===== config.mk =====
export PLATFORM = sky130hd
export DESIGN_NAME = nn_argmax_classifier
export DESIGN_NICKNAME = d
export VERILOG_FILES = /design/src/rtl/nn_argmax_classifier.sv
export SDC_FILE = /design/constraint.sdc
export NUM_CORES = 1
export LEC_CHECK = 0
export BUFFER_PORTS_ARGS = -buffer_cell sky130_fd_sc_hd__buf_2
export CAP_MARGIN = 15
export CORE_ASPECT_RATIO = 0.9
export CORE_MARGIN = 2
export CORE_UTILIZATION = 30
export CTS_CLUSTER_DIAMETER = 200
export DETAILED_ROUTE_END_ITERATION = 12
export PLACE_DENSITY = 0.61
export SYNTH_ARGS = -nofsm -noshare
export SYNTH_HDL_FRONTEND = slang
export SYNTH_SLANG_ARGS = --single-unit

===== constraint.sdc =====
create_clock -name clk -period 2.8 [get_ports clk]
set_input_delay 0.14 -clock clk [delete_from_list [all_inputs] [get_ports clk]]
set_output_delay 0.14 -clock clk [all_outputs]
set_load 0.01 [all_outputs]

===== src/rtl/nn_argmax_classifier.sv =====
`default_nettype none
// ============================================================================
//  Module      : nn_argmax_classifier
//  Description : Streaming argmax over one frame of signed class scores.
//                Accepts NUM_CLASSES scores over valid/ready, tracks the
//                running maximum (ties keep the lower index) and publishes a
//                one-hot vector, class index, winning score and a done pulse.
//                Optional macro NN_ARGMAX_MARGIN_EN adds runner-up tracking
//                with margin / low_conf outputs.
//  Revision    : 1.0 - initial release
// ============================================================================
module nn_argmax_classifier #(
  parameter int NUM_CLASSES = 10,
  parameter int SCORE_W     = 16,
  parameter int IDX_W       = $clog2(NUM_CLASSES)
`ifdef NN_ARGMAX_MARGIN_EN
  ,
  parameter int unsigned MARGIN_THRESH = 0
`endif
) (
  input  logic                      clk,
  input  logic                      reset,
  input  logic                      score_valid,
  output logic                      score_ready,
  input  logic signed [SCORE_W-1:0] score_data,
  input  logic                      score_last,
  output logic [0:NUM_CLASSES-1]    classification,
  output logic [IDX_W-1:0]          class_idx,
  output logic signed [SCORE_W-1:0] max_score,
  output logic                      done,
  output logic                      busy,
  output logic                      frame_err
`ifdef NN_ARGMAX_MARGIN_EN
  ,
  output logic [SCORE_W:0]          margin,
  output logic                      low_conf
`endif
);

  localparam logic [IDX_W-1:0] c_LAST_IDX = IDX_W'(NUM_CLASSES - 1);

  typedef enum logic [1:0] {
    S_IDLE  = 2'd0,
    S_ACCUM = 2'd1,
    S_DONE  = 2'd2
  } state_t;

  state_t r_state;
  state_t w_state_next;

  logic                      w_ready;
  logic                      w_busy;
  logic                      w_done;

  // Running frame state
  logic signed [SCORE_W-1:0] r_best;
  logic [IDX_W-1:0]          r_best_idx;
  logic [IDX_W-1:0]          r_cnt;

  // Published result registers
  logic [0:NUM_CLASSES-1]    r_class_oh;
  logic [IDX_W-1:0]          r_class_idx;
  logic signed [SCORE_W-1:0] r_max_score;
  logic                      r_frame_err;

  logic                      w_accept;
  logic                      w_first;
  logic                      w_acc;
  logic                      w_gt;
  logic                      w_full;
  logic                      w_end;
  logic                      w_err_end;
  logic signed [SCORE_W-1:0] w_best_next;
  logic [IDX_W-1:0]          w_idx_next;
  logic [0:NUM_CLASSES-1]    w_onehot;

  // Accept decision depends only on state so the handshake has no comb loop;
  // while reset is low every flop is held, so ungated acceptance is harmless.
  assign w_accept = score_valid && (r_state != S_DONE);
  assign w_first  = w_accept && (r_state == S_IDLE);
  assign w_acc    = w_accept && (r_state == S_ACCUM);
  assign w_gt     = score_data > r_best;
  assign w_full   = (r_cnt == c_LAST_IDX);

  // Frame end: last flag on any beat, or the NUM_CLASSES-th beat in ACCUM.
  // A first beat carrying last is always short (NUM_CLASSES >= 2); in ACCUM
  // the frame is well-formed only when last and the full count coincide.
  assign w_end     = w_first ? score_last : (w_acc && (score_last || w_full));
  assign w_err_end = w_first ? 1'b1 : (score_last ^ w_full);

  // Next best score / index including the beat presented this cycle
  always_comb begin
    w_best_next = r_best;
    w_idx_next  = r_best_idx;
    if (w_first) begin
      w_best_next = score_data;
      w_idx_next  = '0;
    end else if (w_acc && w_gt) begin
      w_best_next = score_data;
      w_idx_next  = r_cnt;
    end
  end

  // One-hot decode of the winning index
  always_comb begin
    w_onehot = '0;
    for (int k = 0; k < NUM_CLASSES; k++) begin
      w_onehot[k] = (w_idx_next == IDX_W'(k));
    end
  end

  // FSM state register
  always_ff @(posedge clk or negedge reset) begin
    if (!reset) begin
      r_state <= S_IDLE;
    end else begin
      r_state <= w_state_next;
    end
  end

  // FSM next-state and handshake/status outputs
  always_comb begin
    w_state_next = r_state;
    w_ready      = 1'b0;
    w_busy       = 1'b0;
    w_done       = 1'b0;
    case (r_state)
      S_IDLE: begin
        w_ready = 1'b1;
        if (w_first) begin
          w_state_next = score_last ? S_DONE : S_ACCUM;
        end
      end
      S_ACCUM: begin
        w_ready = 1'b1;
        w_busy  = 1'b1;
        if (w_end) begin
          w_state_next = S_DONE;
        end
      end
      S_DONE: begin
        w_busy       = 1'b1;
        w_done       = 1'b1;
        w_state_next = S_IDLE;
      end
      default: begin
        w_state_next = S_IDLE;
      end
    endcase
  end

  // Running maximum and beat counter
  always_ff @(posedge clk or negedge reset) begin
    if (!reset) begin
      r_best     <= '0;
      r_best_idx <= '0;
      r_cnt      <= '0;
    end else if (w_first) begin
      r_best     <= w_best_next;
      r_best_idx <= w_idx_next;
      r_cnt      <= IDX_W'(1);
    end else if (w_acc) begin
      r_best     <= w_best_next;
      r_best_idx <= w_idx_next;
      r_cnt      <= r_cnt + IDX_W'(1);
    end
  end

  // Result registers: load on the final beat so they are valid during DONE
  always_ff @(posedge clk or negedge reset) begin
    if (!reset) begin
      r_class_oh  <= '0;
      r_class_idx <= '0;
      r_max_score <= '0;
      r_frame_err <= 1'b0;
    end else begin
      if (w_end) begin
        r_class_oh  <= w_onehot;
        r_class_idx <= w_idx_next;
        r_max_score <= w_best_next;
        r_frame_err <= w_err_end;
      end else if (w_first) begin
        r_frame_err <= 1'b0;
      end
    end
  end

`ifdef NN_ARGMAX_MARGIN_EN
  logic signed [SCORE_W-1:0] r_second;
  logic                      r_has2;
  logic signed [SCORE_W-1:0] w_second_next;
  logic                      w_has2_next;
  logic [SCORE_W:0]          w_margin;
  logic                      w_low;
  logic [SCORE_W:0]          r_margin;
  logic                      r_low_conf;

  // Runner-up tracking: a new maximum demotes the old best; an equal-to-best
  // score always arrives at a higher index and so becomes runner-up.
  always_comb begin
    w_second_next = r_second;
    w_has2_next   = r_has2;
    if (w_first) begin
      w_second_next = '0;
      w_has2_next   = 1'b0;
    end else if (w_acc) begin
      if (w_gt) begin
        w_second_next = r_best;
        w_has2_next   = 1'b1;
      end else if (!r_has2 || (score_data > r_second) || (score_data == r_best)) begin
        w_second_next = score_data;
        w_has2_next   = 1'b1;
      end
    end
  end

  // Margin in SCORE_W+1 bits so the full signed span fits without overflow
  always_comb begin
    w_margin = '0;
    if (w_has2_next) begin
      w_margin = {w_best_next[SCORE_W-1], w_best_next}
               - {w_second_next[SCORE_W-1], w_second_next};
    end
    w_low = (w_margin <= (SCORE_W+1)'(MARGIN_THRESH));
  end

  // Runner-up state and registered confidence outputs
  always_ff @(posedge clk or negedge reset) begin
    if (!reset) begin
      r_second   <= '0;
      r_has2     <= 1'b0;
      r_margin   <= '0;
      r_low_conf <= 1'b0;
    end else begin
      if (w_first || w_acc) begin
        r_second <= w_second_next;
        r_has2   <= w_has2_next;
      end
      if (w_end) begin
        r_margin   <= w_margin;
        r_low_conf <= w_low;
      end
    end
  end

  assign margin   = r_margin;
  assign low_conf = r_low_conf;
`endif

  // Ready is forced low while reset is asserted
  assign score_ready    = w_ready && reset;
  assign busy           = w_busy;
  assign done           = w_done;
  assign classification = r_class_oh;
  assign class_idx      = r_class_idx;
  assign max_score      = r_max_score;
  assign frame_err      = r_frame_err;

endmodule
`default_nettype wire


==> run summary, run 1 <==
Status - complete, but fails checks
Failing checks - setup timing
DP Area - 3410 µm²
Part of the power in registers - 33.5%
Critical Path Source Type - flip-flop
Post-Synthesis Cell Area - 2880 µm²
Critical Path Slowest Stage Cell - a221o_2
Worst-path fanout max - 6
GRT Util Overall - 13.5%
Switching pwr - 1.43 mW
Max cap viols - 0
Post-synthesis simple-gate area fraction - 9.57%
Final Cycle Share - 103%
Synth Area in XOR/XNOR - 0.609%
Core Util, Final - 41.4%
Num CTS Buffers - 9
Core Footprint - 9210 µm²
# IOs - 54
Die ar. - 10400 µm²
Filler Cell Count - 868
Vias/cell - 4.83
Final Cell Area - 3810 µm²
Synth cell types - 40
Final Total Pwr - 3.88 mW
Final #Nets - 379
1st-iter DRT viols - 74
Sink Count - 57
Largest family of logic cells by synthesized area - multiplexers
Adder-Cell Fraction of Synth Area - 9.57%
#FFs+latches synth - 57
Clock H-tree levels - 3
Final Hold Fails - 0
Ratio of cells with drive above 1 in the final layout - 40.9%
Drt first pass iters - 4
Die Height - 96.9 µm
Final cell count without fillers - 464
CP arrival - 3110 ps
Clock transition at path regs - 70 ps
Clock Power Share - 16.8%
Post-synth EDFFs - 0
Slew Limit Fails - 0
Post-synth top area share - 49.6%
Power Density - 1020 nW/µm²
Crit path buffers/inverters - 2
RSZ-0062 raised after global routing - true
Vias in the first global route - 2247
Pint - 2.45 mW
CTS Root Cell - clkbuf_8
Avg Cell Area, Syn - 11.2 µm²
Final GP Congestion - 0.781
Fmax - 347 MHz
Initial antenna violation count - 0
Switching Share - 36.9%
Synth Flop Type - dfrtp_1
Fraction of registers with async set/reset - 100%
Vias - 2242
CTS Buffer Depth - 2
Ys Warns - 0
Dpl cells - 442
Minimum clock period - 2880 ps
Final wirelength - 6.95 mm
Post-route setup slack - -83.7 ps
Static Leakage - 1.86 nW
First-pass GRT wire length - 11.0 mm
Critical Path RT - 3020 ps
Combinational share of power - 49.7%
Mux cell area share after synthesis - 14.0%
Final setup vio count - 17
Register area - 1430 µm²
Remaining routing DRC violations - 0
Slew headroom - 61.0%
Remaining antenna violation count - 0
Synth Area in Compound Gates - 12.6%
HP Class - input pin to flip-flop
Clock Latency Late Sink - 340 ps
Detailed Place HPWL - 4.72 mm
Largest area contributor in the netlist - dfrtp_1
Multi-input logic area - 1520 µm²
CP delay by family, top - compound AO/OA/AOI/OAI gates
Nature of the critical path endpoint - flip-flop
CTS tree - built
Ant. Diodes - 0
Synth area leaders - dfrtp_1, mux2_2, ha_1
Routed len/inst - 15.0 µm
Worst vdd ir - 525 µV
Most used cell, CP - mux2_4
Overflow after GRT - 0
Largest net degree at the start of global routing - 35
Max incr delay on CP - 400 ps
Sequential area share after synthesis - 49.6%
DIE WIDTH - 107 µm
Post-synthesis instance total - 257
Layout area overhead - 32.6%
IO buf count - 53
Effective utilization at floorplan - 31.3%
Core Rows - 33
CP Cell Sequence - inv_2, ha_4, nand2_2, or3_4, a221o_2, a21o_4, o21ai_4, clkbuf_16, mux2_4, mux2_4
WS Path Type - flip-flop to flip-flop
Skew final - 6.97 ps
Syn Nets - 299
Transition time of the tightest slew-check pin - 585 ps
[sequential cells by signal (all words and copies together) (netlist names)]
signal and count:
frame_err 1, max_score 16, r_cnt 4, r_state 2
r_best_idx 4, class_idx 4, r_best 16, classification 10
[logic make-up (layout without fill, tap and decap cells)]
logic type               Yosys count  after routing
buffers and inverters             29            114
XOR/XNOR                           2              2
multiplexers                      36             36
AO/OA/AOI/OAI                     52             52
adder cells (fa/ha/maj)           22             22
AND/OR/NAND/NOR                   59             59
flip-flops                        57             57
[synthesized netlist by cell type (all sizes together) (2+ instances only)]
cell type and number:
o41ai 5, and2 3, nand2 30, a31oi 2, a21o 2, a21oi 16, xor2 2, or3 2
nor2 8, nand2b 2, ha 22, o21ai 10, inv 23, nor2b 4, nor3 2, mux2i 4
nand4 3, o31ai 9, clkbuf 5, dfrtp 57, mux2 32
[metrics by stage]
stage          setup TNS (ps)  setup slack (ps)  hold slack (ps)
3_5_place_dp             -795             -73.3              186
5_1_grt                 -2920              -167             58.5
3_3_place_gp             -144             -19.3              180
2_1_floorplan               0              22.9             -156
4_1_cts                  -375             -41.9             50.6
6_report                 -879             -83.7             69.0
[timing repair]
action,CTS,global route
setup endpoints to repair,18,30
gates cloned,0,1
resized for setup,6,33
hold endpoints to repair,23,0
pin swaps,1,2
hold buffers,1,0
setup buffers,0,4
[worst paths after layout]
path | start | end | slack, ps | cells after the start
min in group asynchronous | reset | max_score[9] | 340 | 2
worst max register to register | r_best[5] | max_score[14] | -80 | 10
worst min-delay path | score_data[1] | r_best[1] | 70 | 2
worst max-delay path | r_best[5] | max_score[14] | -80 | 10
worst min register to register | class_idx[1] | class_idx[1] | 470 | 2
max in group asynchronous | reset | classification[2] | 1570 | 3
[power by group through the flow]
stage | Sequential, mW | Combinational (mW) | Clock (mW)
floorplan | 1.34 | 0.978 | 0
global placement | 1.28 | 1.54 | 0
detailed placement | 1.30 | 1.57 | 0
CTS | 1.29 | 1.61 | 0.679
global route | 1.34 | 2.12 | 0.723
finish | 1.30 | 1.93 | 0.653
[layout by cell type (no fill, tap or decap), types with 6 or more instances in the layout]
| master | synthesis | routed |
|---|---|---|
| a21oi_1 | 16 | 16 |
| dfrtp_1 | 57 | 57 |
| o31ai_1 | 9 | 8 |
| o21ai_0 | 9 | 9 |
| buf_2 | 0 | 53 |
| nor2_1 | 7 | 7 |
| buf_4 | 0 | 18 |
| mux2_4 | 1 | 26 |
| clkbuf_8 | 0 | 9 |
| nand2_1 | 30 | 28 |
| ha_1 | 22 | 18 |
| mux2_2 | 31 | 6 |
| inv_1 | 23 | 21 |
[layer usage]
metal	track usage (%)	vias to the layer above	routed length (µm)
li1	-	1073	-
met1	17.3	1118	3270
met2	21.5	45	3310
met3	4.45	6	319
met4	4.00	0	47
met5	0	-	0
[worst reg2reg max path, stage by stage, from the launching register on]
cell and delay, ps:
dfrtp_1 370, inv_2 60, ha_4 270, nand2_2 50, or3_4 380, a221o_2 400
a21o_4 240, o21ai_4 230, clkbuf_16 210, mux2_4 310, mux2_4 260
[final cells by class]
cell class | count | area share, %
Multi-Input combinational cell | 171 | 39.8
Sequential cell | 57 | 37.4
Timing Repair Buffer | 75 | 12.2
Tap cell | 122 | 4.00
Clock buffer | 10 | 3.35
Inverter | 23 | 2.26
Clock inverter | 6 | 0.918
(Power assumes the default switching activity.)
==> run 2: changes to the inputs <==
==> constraint.sdc (replaced) <==
create_clock -name clk -period 2.8 [get_ports clk]
set_input_delay 0.56 -clock clk [delete_from_list [all_inputs] [get_ports clk]]
set_output_delay 0.56 -clock clk [all_outputs]
set_load 0.01 [all_outputs]
==> run 2 against run 1 <==
Effect of this change: the flow still finishes with violations (setup timing); largest cell class unchanged; critical path depth unchanged; count of clock-buffer cells in the layout grew 2; global-route usage up 0.33 points; via count down 2.8%; sequential cell count is the same.
==> run summary, run 2 (synthesized netlist as in run 1, its figures left out) <==
Ratio of cells with drive above 1 in the final layout - 44.6%
Setup crit start - r_best[4]
CTS Root Cell - clkbuf_8
Reg2Reg Setup Slack - -90 ps
Core Rows - 33
Clock transition at path regs - 70 ps
CP arrival - 3110 ps
IO buf count - 53
Status - complete, but fails checks
Hold_buf cts - 0
Fmax - 346 MHz
Layout area overhead - 37.7%
CTS Buffer Depth - 2
Max cap viols - 0
GR peak layer - met2
Worst reg2reg path depth - 10
Met2 GRT Util - 20.7%
R2R Path End - max_score[15]
Commonest non-fill, non-tap cell in the layout - dfrtp_1
Effective utilization at floorplan - 31.3%
Initial antenna violation count - 0
Vias in the first global route - 2265
Vias - 2180
Slew Limit Fails - 0
Detailed Place HPWL - 4.85 mm
# IOs - 54
Overflow after GRT - 0
Nature of the critical path endpoint - flip-flop
RSZ-0062 raised after global routing - true
Clock H-tree levels - 3
HP Class - input pin to asynchronous set/reset pin
Worst vdd ir - 502 µV
Power Density - 1030 nW/µm²
Transition time of the tightest slew-check pin - 735 ps
Filler Cell Count - 867
Drt first pass iters - 4
Setup TNS - -756 ps
GR Util met1 - 18.7%
Final #Nets - 380
Register area - 1430 µm²
Worst-path fanout max - 9
Num CTS Buffers - 9
GRT Util Overall - 13.8%
Final GP Congestion - 0.759
Final setup vio count - 16
DIE WIDTH - 107 µm
Critical Path Source Type - flip-flop
Multi-input logic area - 1620 µm²
Die Height - 96.9 µm
Ant. Diodes - 0
Vias/cell - 4.69
Fraction of met3 tracks used by global routing - 4.18%
CTS tree - built
1st-iter DRT viols - 60
Slew headroom - 51.0%
Core Footprint - 9210 µm²
Clock Latency Late Sink - 340 ps
Critical Path RT - 3020 ps
Static Leakage - 1.91 nW
Largest net degree at the start of global routing - 58
WS Path Type - flip-flop to flip-flop
Failing checks - setup timing
Final Cycle Share - 103%
First-pass GRT wire length - 11.3 mm
Remaining routing DRC violations - 0
Routed len/inst - 14.5 µm
Sink Count - 57
Final wirelength - 6.76 mm
Most frequent cells in the layout - dfrtp_1, buf_2, nand2_1, mux2_4, buf_4
Crit path capture - max_score[15]
Remaining antenna violation count - 0
Final Total Pwr - 4.09 mW
Die ar. - 10400 µm²
Skew final - 10.3 ps
Reg-to-reg critical path startpoint - r_best[4]
Final Hold Fails - 0
Minimum clock period - 2890 ps
Post-route setup slack - -86.3 ps
## run 2: changes by cell type in the layout (fill, tap and decap cells not counted), sizes merged
cell	change
bufinv	+1
clkinv	-3
dlygate4sd3	-1
clkbuf	+1
buf	+3
## run 2: stage by stage
step                      std cells  area, µm²  setup slack, ps  utilization [%]  hold slack, ps
after floorplan                 257       2970             -128                -             264
after global placement          446       3530             -298             38.4             456
after detailed placement        446       3530             -349             38.4             465
after CTS                       462       3810            -38.6             41.4             435
after global routing            465       3960             -158             43.0             477
final                           465       3960            -86.3             43.0             413
## run 2: metal layers
layer / vias up / part of all wire, %
met3: 7 / 4.6
met4: 0 / 1.6
met1: 1048 / 48
met2: 52 / 46
met5: - / 0
li1: 1073 / -
## run 2: worst min-delay path by stage
| stage | slack (ps) | cells after the start | from | endpoint |
|---|---|---|---|---|
| 5_1_grt | 480 | 2 | reset | classification[5] |
| 3_3_place_gp | 460 | 2 | class_idx[1] | class_idx[1] |
| 6_report | 410 | 2 | reset | classification[5] |
| 2_1_floorplan | 260 | 0 | reset | class_idx[0] |
| 3_5_place_dp | 460 | 2 | class_idx[3] | class_idx[3] |
| 4_1_cts | 440 | 2 | reset | classification[7] |
## run 2: what timing repair did
| action | CTS | global route |
|---|---|---|
| pin swaps | 0 | 2 |
| setup endpoints to repair | 20 | 31 |
| gates resized for setup | 17 | 27 |
| buffers inserted | 0 | 3 |
## run 2: where the power goes
| group | switching, mW | internal, mW | total, mW |
|---|---|---|---|
| Combinational | 0.952 | 1.02 | 1.97 |
| Sequential | 0.174 | 1.12 | 1.30 |
| Clock | 0.339 | 0.482 | 0.822 |
| Total | 1.47 | 2.63 | 4.09 |
## run 2: area by class of cell
cell class	instances	share of cell area, %
Timing Repair Buffer	76	11.7
Tap cell	122	3.85
Clock buffer	12	4.17
Multi-Input combinational cell	171	40.8
Sequential cell	57	36.0
Inverter	23	2.18
Clock inverter	4	1.26
## run 2: critical path: stages, from the launching register on
cell	delay [ps]
dfrtp_1	380
inv_2	60
ha_4	250
nand2_1	60
or3_4	380
a221o_2	420
a21o_4	250
o21ai_4	200
buf_12	180
mux2_2	340
mux2_2	260
